## src/rtl/bus_write_regs_pkg.sv

```systemverilog
// Shared codes for the processor data bus: write destinations (same numbering
// as the bus read select) and bit positions of the increment/clear request vectors.
package bus_write_regs_pkg;

  localparam logic [3:0] WR_NONE = 4'd0;
  localparam logic [3:0] WR_DM   = 4'd1;
  localparam logic [3:0] WR_PC   = 4'd2;
  localparam logic [3:0] WR_DR   = 4'd3;
  localparam logic [3:0] WR_R    = 4'd4;
  localparam logic [3:0] WR_AC   = 4'd5;
  localparam logic [3:0] WR_TR   = 4'd6;
  localparam logic [3:0] WR_R1   = 4'd7;
  localparam logic [3:0] WR_R2   = 4'd8;
  localparam logic [3:0] WR_RI   = 4'd9;
  localparam logic [3:0] WR_RJ   = 4'd10;
  localparam logic [3:0] WR_RK   = 4'd11;

  localparam int INC_PC = 0;
  localparam int INC_RI = 1;
  localparam int INC_RJ = 2;
  localparam int INC_RK = 3;
  localparam int INC_AC = 4;

  localparam int CLR_AC = 0;
  localparam int CLR_RI = 1;
  localparam int CLR_RJ = 2;
  localparam int CLR_RK = 3;

endpackage

```

## src/rtl/bus_write_regs_if.sv

```systemverilog
// Bus-side signals of the register write end: write/inc/clr requests in,
// architectural register contents and data-memory write strobe out.
interface bus_write_regs_if;
  logic [3:0]  write_en;
  logic [15:0] busin;
  logic [4:0]  inc_en;
  logic [3:0]  clr_en;

  logic [7:0]  pc, dr, r, r1, r2, ri, rj, rk;
  logic [15:0] ac, tr;
  logic        z;
  logic        dm_we;
  logic [7:0]  dm_wdata;

  modport master (
    output write_en, busin, inc_en, clr_en,
    input  pc, dr, r, r1, r2, ri, rj, rk, ac, tr, z, dm_we, dm_wdata
  );

  modport slave (
    input  write_en, busin, inc_en, clr_en,
    output pc, dr, r, r1, r2, ri, rj, rk, ac, tr, z, dm_we, dm_wdata
  );
endinterface

```

## src/rtl/bus_write_regs_gp_reg.sv

```systemverilog
// General-purpose register with clear, load and increment; clear wins over
// load, load wins over increment, increment wraps modulo the width.
module bus_write_regs_gp_reg #(
  parameter int WIDTH = 8
) (
  input  logic             clk,
  input  logic             rst,
  input  logic             ld,
  input  logic             inc,
  input  logic             clr,
  input  logic [WIDTH-1:0] d,
  output logic [WIDTH-1:0] q
);

  logic [WIDTH-1:0] q_d;
  logic [WIDTH-1:0] q_q;

  always_comb begin
    q_d = q_q;
    if (clr) begin
      q_d = '0;
    end else if (ld) begin
      q_d = d;
    end else if (inc) begin
      q_d = q_q + WIDTH'(1);
    end
  end

  always_ff @(posedge clk or posedge rst) begin
    if (rst) begin
      q_q <= '0;
    end else begin
      q_q <= q_d;
    end
  end

  assign q = q_q;

endmodule

```

## src/rtl/bus_write_regs.sv

```systemverilog
// Write end of the 16-bit processor data bus: loads the selected register from
// the bus, drives the data-memory write strobe and keeps the AC zero flag.
module bus_write_regs
  import bus_write_regs_pkg::*;
(
  input  logic            clk,
  input  logic            rst,
  bus_write_regs_if.slave bus
);

  logic [15:0] ac_next;
  logic        z_d, z_q;
  logic        dm_we_d, dm_we_q;
  logic [7:0]  dm_wdata_d, dm_wdata_q;

  bus_write_regs_gp_reg #(.WIDTH(8)) u_pc (
    .clk(clk), .rst(rst), .ld(bus.write_en == WR_PC), .inc(bus.inc_en[INC_PC]),
    .clr(1'b0), .d(bus.busin[7:0]), .q(bus.pc));

  bus_write_regs_gp_reg #(.WIDTH(8)) u_dr (
    .clk(clk), .rst(rst), .ld(bus.write_en == WR_DR), .inc(1'b0),
    .clr(1'b0), .d(bus.busin[7:0]), .q(bus.dr));

  bus_write_regs_gp_reg #(.WIDTH(8)) u_r (
    .clk(clk), .rst(rst), .ld(bus.write_en == WR_R), .inc(1'b0),
    .clr(1'b0), .d(bus.busin[7:0]), .q(bus.r));

  bus_write_regs_gp_reg #(.WIDTH(16)) u_ac (
    .clk(clk), .rst(rst), .ld(bus.write_en == WR_AC), .inc(bus.inc_en[INC_AC]),
    .clr(bus.clr_en[CLR_AC]), .d(bus.busin), .q(bus.ac));

  bus_write_regs_gp_reg #(.WIDTH(16)) u_tr (
    .clk(clk), .rst(rst), .ld(bus.write_en == WR_TR), .inc(1'b0),
    .clr(1'b0), .d(bus.busin), .q(bus.tr));

  bus_write_regs_gp_reg #(.WIDTH(8)) u_r1 (
    .clk(clk), .rst(rst), .ld(bus.write_en == WR_R1), .inc(1'b0),
    .clr(1'b0), .d(bus.busin[7:0]), .q(bus.r1));

  bus_write_regs_gp_reg #(.WIDTH(8)) u_r2 (
    .clk(clk), .rst(rst), .ld(bus.write_en == WR_R2), .inc(1'b0),
    .clr(1'b0), .d(bus.busin[7:0]), .q(bus.r2));

  bus_write_regs_gp_reg #(.WIDTH(8)) u_ri (
    .clk(clk), .rst(rst), .ld(bus.write_en == WR_RI), .inc(bus.inc_en[INC_RI]),
    .clr(bus.clr_en[CLR_RI]), .d(bus.busin[7:0]), .q(bus.ri));

  bus_write_regs_gp_reg #(.WIDTH(8)) u_rj (
    .clk(clk), .rst(rst), .ld(bus.write_en == WR_RJ), .inc(bus.inc_en[INC_RJ]),
    .clr(bus.clr_en[CLR_RJ]), .d(bus.busin[7:0]), .q(bus.rj));

  bus_write_regs_gp_reg #(.WIDTH(8)) u_rk (
    .clk(clk), .rst(rst), .ld(bus.write_en == WR_RK), .inc(bus.inc_en[INC_RK]),
    .clr(bus.clr_en[CLR_RK]), .d(bus.busin[7:0]), .q(bus.rk));

  // z must flip in the same cycle AC changes, so it looks at AC's next value.
  always_comb begin
    ac_next = bus.ac;
    if (bus.clr_en[CLR_AC]) begin
      ac_next = '0;
    end else if (bus.write_en == WR_AC) begin
      ac_next = bus.busin;
    end else if (bus.inc_en[INC_AC]) begin
      ac_next = bus.ac + 16'd1;
    end
    z_d        = (ac_next == 16'd0);
    dm_we_d    = (bus.write_en == WR_DM);
    dm_wdata_d = dm_we_d ? bus.busin[7:0] : dm_wdata_q;
  end

  always_ff @(posedge clk or posedge rst) begin
    if (rst) begin
      z_q        <= 1'b1;
      dm_we_q    <= 1'b0;
      dm_wdata_q <= 8'd0;
    end else begin
      z_q        <= z_d;
      dm_we_q    <= dm_we_d;
      dm_wdata_q <= dm_wdata_d;
    end
  end

  assign bus.z        = z_q;
  assign bus.dm_we    = dm_we_q;
  assign bus.dm_wdata = dm_wdata_q;

endmodule

```

## src/flat_wrapper.sv

```systemverilog
// flat-port wrapper written by rule: the top's interface ports become plain ports
module bus_write_regs_flat import bus_write_regs_pkg::*;
  (clk, rst, bus_write_en, bus_busin, bus_inc_en, bus_clr_en, bus_pc, bus_dr, bus_r, bus_r1, bus_r2, bus_ri, bus_rj, bus_rk, bus_ac, bus_tr, bus_z, bus_dm_we, bus_dm_wdata);
  bus_write_regs_if bus_i ();
  input  logic clk;
  input  logic rst;
  input wire logic [$bits(bus_i.write_en)-1:0] bus_write_en;
  input wire logic [$bits(bus_i.busin)-1:0] bus_busin;
  input wire logic [$bits(bus_i.inc_en)-1:0] bus_inc_en;
  input wire logic [$bits(bus_i.clr_en)-1:0] bus_clr_en;
  output wire logic [$bits(bus_i.pc)-1:0] bus_pc;
  output wire logic [$bits(bus_i.dr)-1:0] bus_dr;
  output wire logic [$bits(bus_i.r)-1:0] bus_r;
  output wire logic [$bits(bus_i.r1)-1:0] bus_r1;
  output wire logic [$bits(bus_i.r2)-1:0] bus_r2;
  output wire logic [$bits(bus_i.ri)-1:0] bus_ri;
  output wire logic [$bits(bus_i.rj)-1:0] bus_rj;
  output wire logic [$bits(bus_i.rk)-1:0] bus_rk;
  output wire logic [$bits(bus_i.ac)-1:0] bus_ac;
  output wire logic [$bits(bus_i.tr)-1:0] bus_tr;
  output wire logic [$bits(bus_i.z)-1:0] bus_z;
  output wire logic [$bits(bus_i.dm_we)-1:0] bus_dm_we;
  output wire logic [$bits(bus_i.dm_wdata)-1:0] bus_dm_wdata;
  assign bus_i.write_en = bus_write_en;
  assign bus_i.busin = bus_busin;
  assign bus_i.inc_en = bus_inc_en;
  assign bus_i.clr_en = bus_clr_en;
  assign bus_pc = bus_i.pc;
  assign bus_dr = bus_i.dr;
  assign bus_r = bus_i.r;
  assign bus_r1 = bus_i.r1;
  assign bus_r2 = bus_i.r2;
  assign bus_ri = bus_i.ri;
  assign bus_rj = bus_i.rj;
  assign bus_rk = bus_i.rk;
  assign bus_ac = bus_i.ac;
  assign bus_tr = bus_i.tr;
  assign bus_z = bus_i.z;
  assign bus_dm_we = bus_i.dm_we;
  assign bus_dm_wdata = bus_i.dm_wdata;
  bus_write_regs u_core (.clk(clk), .rst(rst), .bus(bus_i));
endmodule
```

## config.mk

```make
export PLATFORM = sky130hd
export DESIGN_NAME = bus_write_regs_flat
export DESIGN_NICKNAME = d
export VERILOG_FILES = /design/src/rtl/bus_write_regs_pkg.sv /design/src/rtl/bus_write_regs_if.sv /design/src/rtl/bus_write_regs_gp_reg.sv /design/src/rtl/bus_write_regs.sv /design/src/flat_wrapper.sv
export SDC_FILE = /design/constraint.sdc
export NUM_CORES = 1
export LEC_CHECK = 0
export ABC_AREA = 1
export BUFFER_PORTS_ARGS = -buffer_cell sky130_fd_sc_hd__buf_2
export CAP_MARGIN = 20
export CORE_UTILIZATION = 50
export CTS_CLUSTER_DIAMETER = 150
export DETAILED_ROUTE_END_ITERATION = 16
export GPL_ROUTABILITY_DRIVEN = 0
export PLACE_DENSITY_LB_ADDON = 0.08
export SLEW_MARGIN = 10
export SYNTH_ARGS = -nofsm -noshare
export SYNTH_HDL_FRONTEND = slang
export SYNTH_SLANG_ARGS = --single-unit
```

## constraint.sdc

```tcl
create_clock -name clk -period 9.6 [get_ports clk]
set_input_delay 0.96 -clock clk [delete_from_list [all_inputs] [get_ports clk]]
set_output_delay 0.96 -clock clk [all_outputs]
set_load 0.05 [all_outputs]
```

==> results.json, run 1 <==
{
  "status": "finished clean",
  "synth_area_sq_mm": 0.00523,
  "num_rows": 36,
  "vias": 4747,
  "ir_drop_mv": 0.146,
  "die_h_um": 104,
  "path_buf_inv": 1,
  "cp_max_fo": 1,
  "synth_top_area_cell": "dfrtp_1",
  "fin_crit_ns": 2.13,
  "grt_pass1_wl_um": 22200,
  "syn_to_final_growth_pct": 18.4,
  "ys_ff_latch": 106,
  "fp.dieW_um": 104,
  "relSlewSlack_pct": 44.9,
  "final.setup_skew_ns": 0.00979,
  "core_sq_mm": 0.00995,
  "critPathTopFamily": "flip-flops",
  "p_int_w": 0.000722,
  "drtIter0Drc": 276,
  "wire_per_inst_um": 14.7,
  "overflow": 0,
  "worstPathRequired_ns": 8.64,
  "clockRootBuffer": "clkbuf_8",
  "wl_met2_um": 6400,
  "portBuffers": 136,
  "crit_path_cell_trace": "buf_2",
  "antenna_left": 0,
  "nNetsFinal": 816,
  "antenna_found_initial": 0,
  "hold_buffers": 0,
  "critical_path_class": "reg2out",
  "n_antenna_cell": 0,
  "cts-htree-levels": 3,
  "synth.net_count": 685,
  "wirelength_um": 13500,
  "start_util_pct": 52.5,
  "rsz0062_at_grt": "no",
  "top_layer": "met4",
  "groute.usage.overall_pct": 25.8,
  "yosys_warnings": 0,
  "finalSetupViolations": 0,
  "leakage_nw": 3.37,
  "p_sw_share_pct": 44.9,
  "netlist_top_cells_area": "dfrtp_1, nand2_1, o21ai_0, inv_1, nand3_1",
  "critPathMaxStageDelay_ns": 0.54,
  "drv_slew": 0,
  "hold_viol_final": 0,
  "pwr-share-comb_pct": 36.4,
  "grt_max_degree": 65,
  "max_freq_ghz": 0.470,
  "hold_path.class": "reg2reg",
  "clockPowerShare_pct": 20.2,
  "wl_met3_um": 748,
  "first_pass_iters": 5,
  "grt_pass1_vias": 4502,
  "startpoint_type": "flip-flop",
  "post_drt_via_cell_ratio": 5.18,
  "p_seq_share_pct": 43.4,
  "synth_cells": 649,
  "crit_slowest_cell": "dfstp_2",
  "clkSinkCount": 106,
  "io_pins": 137,
  "hpwl_um": 9750,
  "clk_latency_ns": 0.37,
  "power.density_mw_per_mm2": 212,
  "end_kind": "output pin",
  "tightest_slew_ns": 0.826,
  "drive_above_1_share_pct": 24.0,
  "numCtsBuffers": 9,
  "maxCapViolations": 0,
  "clkTransAtPathRegs_ns": 0.11,
  "finalCritPeriodShare_pct": 22.2,
  "post-cts-setup-buffers": 0,
  "synth_cell_types": 33,
  "p_switching_w": 0.000588,
  "drc": 0,
  "cts_tree": "done",
  "dieArea_sq_mm": 0.0109,
  "setup_tns_ns": 0,
  "cts-resized-gates": 0,
  "synth-seq-area-share_pct": 50.8,
  "m1WireLength_um": 6030,
  "syn_area_per_cell_sq_um": 8.05,
  "post-route-util_pct": 62.1,
  "crit_arrival_ns": 1.17,
  "clockBufferDepth": 2,
  "synth_top_cell_area_share_pct": 50.3
}
## final timing paths
check,startpoint,to,slack [ns],depth (start not counted)
max in group asynchronous,rst,u_core.u_ac.q[4],7.73,3
hold / removal,u_core.bus.dm_wdata[1],u_core.bus.dm_wdata[1],0.49,2
setup reg to reg,u_core.u_ac.q[0],u_core.bus.z,7.80,11
min in group asynchronous,rst,u_core.bus.dm_wdata[7],0.62,2
setup / recovery,u_core.bus.z,bus_z,7.47,1
hold reg to reg,u_core.bus.dm_wdata[1],u_core.bus.dm_wdata[1],0.49,2
## routing by layer
| layer | vias up | global-route usage [%] |
|---|---|---|
| met5 | - | 0 |
| li1 | 2375 | - |
| met4 | 0 | 9.80 |
| met1 | 2193 | 33.8 |
| met3 | 28 | 4.39 |
| met2 | 151 | 42.8 |
## area by class of cell
| cell class | instances | area (sq um) |
|---|---|---|
| multi-input combinational | 428 | 2120 |
| clock inverter | 6 | 57.6 |
| tap | 133 | 166 |
| fill | 915 | 3770 |
| clock buffer | 9 | 124 |
| timing repair buffer | 137 | 688 |
| sequential | 106 | 2650 |
| inverter | 98 | 370 |
## cells by family after synthesis
family	share of synthesized area [%]
compound gates	14.1
xor+xnor	1.51
fa+ha+maj	1.20
buf+inv	8.55
flops	50.8
mux	1.29
simple gates	22.6
## stage by stage
stage	setup WS (ns)	hold WS, ns	power [W]	instance area, sq um	cells
after floorplan	5.85	0.774	0.000931	5230	649
after global placement	7.22	0.462	0.00105	6000	902
after detailed placement	7.17	0.468	0.00106	6000	902
after CTS	7.45	0.495	0.00132	6180	917
after global routing	7.40	0.517	0.00137	6180	917
final	7.47	0.491	0.00131	6180	917
## power by group through the flow
| stage | combinational [W] | clock [W] | sequential, W |
|---|---|---|---|
| 2_1_floorplan | 0.000115 | 0 | 0.000816 |
| 3_3_place_gp | 0.000474 | 0 | 0.000572 |
| 3_5_place_dp | 0.000480 | 0 | 0.000575 |
| 4_1_cts | 0.000481 | 0.000269 | 0.000567 |
| 5_1_grt | 0.000510 | 0.000287 | 0.000576 |
| 6_report | 0.000477 | 0.000264 | 0.000568 |
## cell usage after synthesis (all sizes together)
cell type / instances
nand3b: 5
a21oi: 14
o221ai: 4
inv: 97
nor2: 39
o22ai: 15
nand2: 163
dfstp: 1
o211ai: 5
mux2: 6
clkbuf: 11
or2: 4
nand3: 46
ha: 5
o21ai: 100
nor3: 7
clkinv: 1
nand4: 6
buf: 6
xor2: 6
dfrtp: 105
xnor2: 3
## sequential cells by signal (all words and copies together) (netlist names)
signal               cells
u_core.u_pc.q            8
u_core.u_dr.q            8
u_core.u_rk.q            8
u_core.u_r.q             8
u_core.u_ac.q           16
u_core.u_r2.q            8
u_core.u_r1.q            8
u_core.bus.dm_wdata      8
u_core.u_rj.q            8
u_core.bus.z             1
u_core.u_ri.q            8
u_core.u_tr.q           16
u_core.bus.dm_we         1
## worst reg2reg max path, stage by stage, from the launching register on
cell and delay, ns:
dfrtp_1 0.46, ha_1 0.23, nand3_1 0.10, nor2_2 0.25, nand3_1 0.14, nand2_1 0.08, nand3_1 0.07, nand2_1 0.10
nand2_1 0.05, nor2_1 0.10, nand2_1 0.06, nor2_1 0.10
## placed cells by master (no fill, tap or decap)
master	synthesis	layout
nand2_1	157	157
buf_2	3	136
dfrtp_1	105	105
inv_1	86	85
o21ai_0	74	74
nand3_1	46	46
nor2_1	31	31
o21ai_1	26	26
o22ai_1	15	15
a21oi_1	14	14
inv_2	11	11
clkbuf_8	0	9
nor3_1	7	7
nor2_2	6	6
xor2_1	6	6
mux2_2	6	6
nand4_1	6	6
nand2_2	5	5
o211ai_1	5	5
nand3b_1	5	5
ha_1	5	5
o221ai_1	4	4
xnor2_1	3	3
nor2_4	2	2
or2_4	2	2
inv_6	0	2
clkinv_4	0	2
inv_8	0	2
clkinv_1	1	1
or2_2	1	1
inv_4	0	1
nand2_4	1	1
or2_1	1	1
buf_4	1	1
dfstp_2	1	1
No activity file was read; power rests on OpenSTA's default activity.
==> run 2, diff against run 1 <==
--- a/config.mk
+++ b/config.mk
@@ -5,10 +5,10 @@
 export SDC_FILE = /design/constraint.sdc
 export NUM_CORES = 1
 export LEC_CHECK = 0
-export ABC_AREA = 1
+export ABC_AREA = 0
 export BUFFER_PORTS_ARGS = -buffer_cell sky130_fd_sc_hd__buf_2
 export CAP_MARGIN = 20
-export CORE_UTILIZATION = 50
+export CORE_UTILIZATION = 48
 export CTS_CLUSTER_DIAMETER = 150
 export DETAILED_ROUTE_END_ITERATION = 16
 export GPL_ROUTABILITY_DRIVEN = 0
==> constraint.sdc (replaced) <==
create_clock -name clk -period 1.8 [get_ports clk]
set_input_delay 0.18 -clock clk [delete_from_list [all_inputs] [get_ports clk]]
set_output_delay 0.18 -clock clk [all_outputs]
set_load 0.05 [all_outputs]
==> run 2 against run 1 <==
Against the previous run:
- the flow now finishes with violations (negative setup slack)
- sequential share of layout area down 2.3 points
- combinational power rose to 5.9 times the previous value
- wire length down 3.9%
- sequential power rose to 5.4 times the previous value
- via count down 13%
- critical endpoint is now u_core.bus.z
- count of clock-buffer cells in the layout up 3
- area after synthesis down 3.3%
- first-iteration DRC count down 38%
- clock power rose to 5.8 times the previous value
- final cell count down 18%
==> results.json, run 2 <==
{
  "first_pass_iters": 4,
  "worstPathRequired_ns": 2.11,
  "synth_cells": 446,
  "power_w": 0.00740,
  "clockBufferDepth": 2,
  "ir_drop_mv": 0.651,
  "wl_met3_um": 907,
  "setup_tns_ns": -0.0864,
  "critPathMaxStageDelay_ns": 0.48,
  "leakage_nw": 3.08,
  "p_seq_share_pct": 41.6,
  "fp.dieW_um": 105,
  "drive_above_1_share_pct": 46.0,
  "synth_top_area_cell": "dfrtp_1",
  "worstReg2RegStart": "u_core.u_ac.q[3]",
  "r2r_cells": 7,
  "grt_max_degree": 57,
  "startpoint_type": "flip-flop",
  "timing.final.ws_setup_ns": -0.0864,
  "p_switching_w": 0.00314,
  "m1WireLength_um": 5860,
  "hpwl_um": 9010,
  "p_sw_share_pct": 42.5,
  "crit_slowest_cell": "or4_4",
  "yosysMostFrequentCell": "dfrtp_1",
  "holdWs_ns": 0.0444,
  "synth_cell_types": 50,
  "antenna_found_initial": 0,
  "finalSetupViolations": 1,
  "holdPathStages": 2,
  "final_common_cell": "buf_2",
  "critical_path_class": "reg2reg",
  "numCtsBuffers": 9,
  "dp_cells": 735,
  "clockPowerShare_pct": 20.5,
  "synth.net_count": 482,
  "rsz0062_at_grt": "yes",
  "clkTransAtPathRegs_ns": 0.10,
  "wire_per_inst_um": 17.1,
  "syn_area_per_cell_sq_um": 11.3,
  "drtIter0Drc": 170,
  "grt_pass1_vias": 3933,
  "cts_tree": "done",
  "end_kind": "flip-flop",
  "vias": 4114,
  "holdPathEnd": "u_core.u_tr.q[9]",
  "num_rows": 37,
  "crit_path_cell_trace": "nand4_4 > buf_4 > or4_4 > a311oi_2 > nor2_1 > nand4b_1 > nor4_4",
  "finalCritPeriodShare_pct": 105,
  "clkSinkCount": 106,
  "hold_viol_final": 0,
  "min_from": "bus_busin[9]",
  "rrSetupSlack_ns": -0.09,
  "netlist_top_cells_area": "dfrtp_1, mux2_2, a211oi_1, xor2_1, nor2_1",
  "synth-seq-area-share_pct": 52.5,
  "ys_ff_latch": 106,
  "multiInputGateArea_sq_mm": 0.00241,
  "final.fill_count": 881,
  "cp_max_fo": 9,
  "fin_crit_ns": 1.89,
  "synthTopCellsByCount": "dfrtp_1, nor2_1, mux2_2, a211oi_1, nand2_1",
  "nNetsFinal": 650,
  "relSlewSlack_pct": 73.3,
  "wl_met2_um": 5900,
  "core_sq_mm": 0.0103,
  "crit_arrival_ns": 2.20,
  "clockRootBuffer": "clkbuf_8",
  "antenna_left": 0,
  "async_reset_ff_share_pct": 100,
  "p_int_w": 0.00425,
  "pwr-share-comb_pct": 37.9,
  "power.density_mw_per_mm2": 1120,
  "drv_slew": 0,
  "hold_path.class": "in2reg",
  "violations": "negative setup slack",
  "n_antenna_cell": 0,
  "final.setup_skew_ns": 0.00478,
  "tightest_slew_ns": 0.401,
  "start_util_pct": 49.1,
  "syn_to_final_growth_pct": 30.2,
  "drc": 0,
  "final-seq-area_sq_mm": 0.00267,
  "yosys_warnings": 0,
  "top_layer": "met4",
  "synth_top_cell_area_share_pct": 52.0,
  "die_h_um": 105,
  "grt_pass1_wl_um": 21200,
  "portBuffers": 136,
  "overflow": 0,
  "max_freq_ghz": 0.530,
  "synth_flop_cell": "dfrtp_1",
  "post_drt_via_cell_ratio": 5.45,
  "most-common-layout-cells": "buf_2, dfrtp_1, nor2_1, buf_4, mux2_2",
  "maxCapViolations": 0,
  "synth_edf_count": 0,
  "groute.usage.overall_pct": 25.2,
  "final_cell_count_no_fill": 755,
  "synth_area_sq_mm": 0.00505,
  "clk_latency_ns": 0.37,
  "wirelength_um": 12900,
  "status": "finished with violations",
  "r2r_end": "u_core.bus.z",
  "io_pins": 137,
  "cts-htree-levels": 3,
  "dieArea_sq_mm": 0.0109
}
## run 2: cell count changes after synthesis, sizes merged, moves of 9 or more
cell / previous run / this run
a211oi: 0 / 35
a21oi: 14 / 3
clkbuf: 11 / 20
inv: 97 / 4
mux2: 6 / 56
nand2: 163 / 30
nand3: 46 / 8
nand4: 6 / 18
o21ai: 100 / 11
o22ai: 15 / 0
xnor2: 3 / 12
xor2: 6 / 27
## run 2: cell type report
cell class              count  area share, %
clock inverters             4          0.742
multi-input cells         305           36.6
flip-flops and latches    106           40.6
well taps                 136           2.59
inverters                   4          0.285
repair buffers            188           16.8
clock buffers              12           2.36
## run 2: timing repair
item	in CTS	in global routing
hold buffers	1	0
gates resized for setup	10	11
setup buffers	2	1
endpoints found under the setup margin	1	5
pin swaps	10	16
hold endpoints to repair	105	0
## run 2: layer usage
layer	track usage, %	vias to the layer above
li1	-	1934
met4	9.46	0
met1	35.3	2026
met2	38.1	134
met3	6.11	20
met5	0	-
## run 2: metrics by stage
stage	util (%)	worst slack (ns)	instance area, sq um
after detailed placement	60.5	-0.112	6220
after global routing	64.0	-0.173	6580
after floorplan	-	-0.252	5110
after CTS	63.2	-0.118	6500
final	64.0	-0.0864	6580
after global placement	60.5	-0.0370	6220
## run 2: power groups by stage
stage | clock [W] | combinational [W] | sequential [W]
2_1_floorplan | 0 | 0.000607 | 0.00456
3_3_place_gp | 0 | 0.00276 | 0.00310
3_5_place_dp | 0 | 0.00279 | 0.00312
4_1_cts | 0.00156 | 0.00281 | 0.00308
5_1_grt | 0.00163 | 0.00294 | 0.00314
6_report | 0.00152 | 0.00280 | 0.00308
## run 2: kinds of logic (layout without fill, tap and decap cells)
group,after synthesis,in the layout,synth area share [%]
buffers and inverters,35,208,2.85
xor gates and xnor gates,39,39,6.76
and+or+nand+nor,142,142,15.0
adders and majority gates,5,5,1.24
DFF,106,106,52.5
muxes,61,61,13.5
AOI/OAI and AO/OA,58,58,8.17
## run 2: critical path, delay by kind of cell (launching register included)
family                 cells  cell delay (ns)
buffers and inverters      1             0.22
and+or+nand+nor            5             0.94
AOI/OAI and AO/OA          1             0.26
DFF                        1             0.39
## run 2: worst max path at each step
stage,startpoint,slack (ns),end,cells past startpoint
final,u_core.u_ac.q[3],-0.09,u_core.bus.z,7
after global placement,u_core.u_ac.q[1],-0.04,u_core.bus.z,6
after detailed placement,u_core.u_ac.q[0],-0.11,u_core.bus.z,6
after global routing,u_core.u_ac.q[1],-0.17,u_core.bus.z,8
after floorplan,u_core.u_ac.q[0],-0.25,u_core.bus.z,7
after CTS,u_core.u_ac.q[0],-0.12,u_core.bus.z,7
==> run 3, diff against run 2 <==
--- a/config.mk
+++ b/config.mk
@@ -5,7 +5,7 @@
 export SDC_FILE = /design/constraint.sdc
 export NUM_CORES = 1
 export LEC_CHECK = 0
-export ABC_AREA = 0
+export ABC_AREA = 1
 export BUFFER_PORTS_ARGS = -buffer_cell sky130_fd_sc_hd__buf_2
 export CAP_MARGIN = 20
 export CORE_UTILIZATION = 48
==> run 3 against run 2 <==
Against the previous run:
- the flow now finishes without violations
- count of clock-buffer cells in the layout down 2
- global-route usage up 0.46 points
- sequential cell count unchanged
- design area down 3.5%
- largest cell class unchanged
==> results.json, run 3 (synthesis results as in run 1) <==
{
  "holdWs_ns": 0.0603,
  "die_h_um": 106,
  "clkTransAtPathRegs_ns": 0.10,
  "worstPathRequired_ns": 2.11,
  "dp_cells": 916,
  "max_freq_ghz": 0.601,
  "grt_pass1_wl_um": 22300,
  "clockBufferDepth": 2,
  "leakage_nw": 3.42,
  "io_pins": 137,
  "groute.usage.overall_pct": 25.6,
  "grt_pass1_vias": 4652,
  "final_common_cell": "nand2_1",
  "fp.dieW_um": 106,
  "core_sq_mm": 0.0104,
  "cp_max_fo": 7,
  "critical_path_class": "reg2reg",
  "overflow": 0,
  "setup_tns_ns": 0,
  "portBuffers": 136,
  "grt_max_degree": 107,
  "relSlewSlack_pct": 62.7,
  "syn_to_final_growth_pct": 21.4,
  "clkSinkCount": 106,
  "drive_above_1_share_pct": 26.1,
  "drv_slew": 0,
  "hold_path.class": "in2reg",
  "drtIter0Drc": 255,
  "vias": 4879,
  "ir_drop_mv": 0.555,
  "start_util_pct": 50.2,
  "wire_per_inst_um": 14.8,
  "most-common-layout-cells": "nand2_1, buf_2, dfrtp_1, inv_1, o21ai_0",
  "power.density_mw_per_mm2": 1090,
  "final_cell_count_no_fill": 936,
  "num_rows": 37,
  "wirelength_um": 13900,
  "clockRootBuffer": "clkbuf_8",
  "hold_viol_final": 0,
  "cts-htree-levels": 3,
  "hpwl_um": 10000,
  "finalSetupViolations": 0,
  "nNetsFinal": 831,
  "status": "finished clean",
  "dieArea_sq_mm": 0.0113,
  "maxCapViolations": 0,
  "fin_crit_ns": 1.66,
  "startpoint_type": "flip-flop",
  "antenna_left": 0,
  "clk_latency_ns": 0.37,
  "crit_arrival_ns": 1.97,
  "n_antenna_cell": 0,
  "finalCritPeriodShare_pct": 92.4,
  "cts_tree": "done",
  "post-route-util_pct": 60.9,
  "end_kind": "flip-flop",
  "final.setup_skew_ns": 0.00993,
  "antenna_found_initial": 0,
  "numCtsBuffers": 9,
  "first_pass_iters": 5,
  "tightest_slew_ns": 0.559,
  "post_drt_via_cell_ratio": 5.21,
  "drc": 0
}
==> run 3: cell count changes in the layout (fill, tap and decap cells not counted), moves of 13 or more <==
cell and change:
o21ai_0 +66, xor2_1 -21, nand2_1 +128, o21ai_1 +23, mux2_2 -37, o22ai_1 +15, a211oi_1 -32, inv_1 +82
nand3_1 +38, mux2_1 -13, buf_4 -33, nor2_1 -17
==> run 3: what timing repair did <==
item,4_1_cts,5_1_grt
buffers inserted,0,3
hold buffers,1,0
setup endpoints to repair,0,2
gates resized for setup,0,8
endpoints found under the hold margin,82,0
==> run 3: per-stage QoR <==
stage	power, W	setup slack, ns	cell area [sq um]
finish	0.00694	0.137	6340
detailed placement	0.00565	0.114	6110
global placement	0.00560	0.155	6110
floorplan	0.00497	0.0370	5230
global route	0.00729	-0.00565	6340
CTS	0.00699	0.0884	6290
==> run 3: layout make-up <==
class                   count  area (sq um)
clock inverters             6          42.5
well taps                 136           170
multi-input cells         428          2160
repair buffers            152           816
clock buffers              10           128
fillers                   987          4070
flip-flops and latches    106          2660
inverters                  98           372
==> run 3: final timing paths <==
path | slack [ns] | from | to | cells after the start
setup / recovery | 0.14 | u_core.u_ac.q[0] | u_core.bus.z | 12
min in group asynchronous | 0.51 | rst | u_core.u_r.q[3] | 4
max in group asynchronous | 0.87 | rst | u_core.u_rk.q[1] | 4
hold reg to reg | 0.49 | u_core.bus.dm_wdata[2] | u_core.bus.dm_wdata[2] | 2
setup reg to reg | 0.14 | u_core.u_ac.q[0] | u_core.bus.z | 12
hold / removal | 0.06 | bus_busin[10] | u_core.u_tr.q[10] | 2
==> run 3: power breakdown <==
part	total [W]	switching (W)	internal (W)	leakage [nW]
Sequential	0.00303	0.000277	0.00275	1.36
Combinational	0.00258	0.00199	0.000591	1.98
Clock	0.00134	0.000832	0.000507	0.0827
Total	0.00694	0.00310	0.00385	3.42
==> run 3: layer usage <==
metal	part of all wire, %	global-route usage [%]	vias up
met2	47	41.0	178
met1	43	33.7	2273
met3	7.1	6.01	31
li1	-	-	2397
met4	2.5	10.1	0
met5	0	0	-
==> run 3: critical path, cell delays in order (launching register included) <==
cell and delay [ns]:
dfrtp_2 0.44, ha_4 0.17, nand3_2 0.10, nor2_4 0.21, buf_4 0.15, nand2_1 0.04, nand2_1 0.06, nand3_1 0.06
nand2_1 0.08, nand2_1 0.06, nor2_1 0.10, nand2_1 0.06, nor2_1 0.08
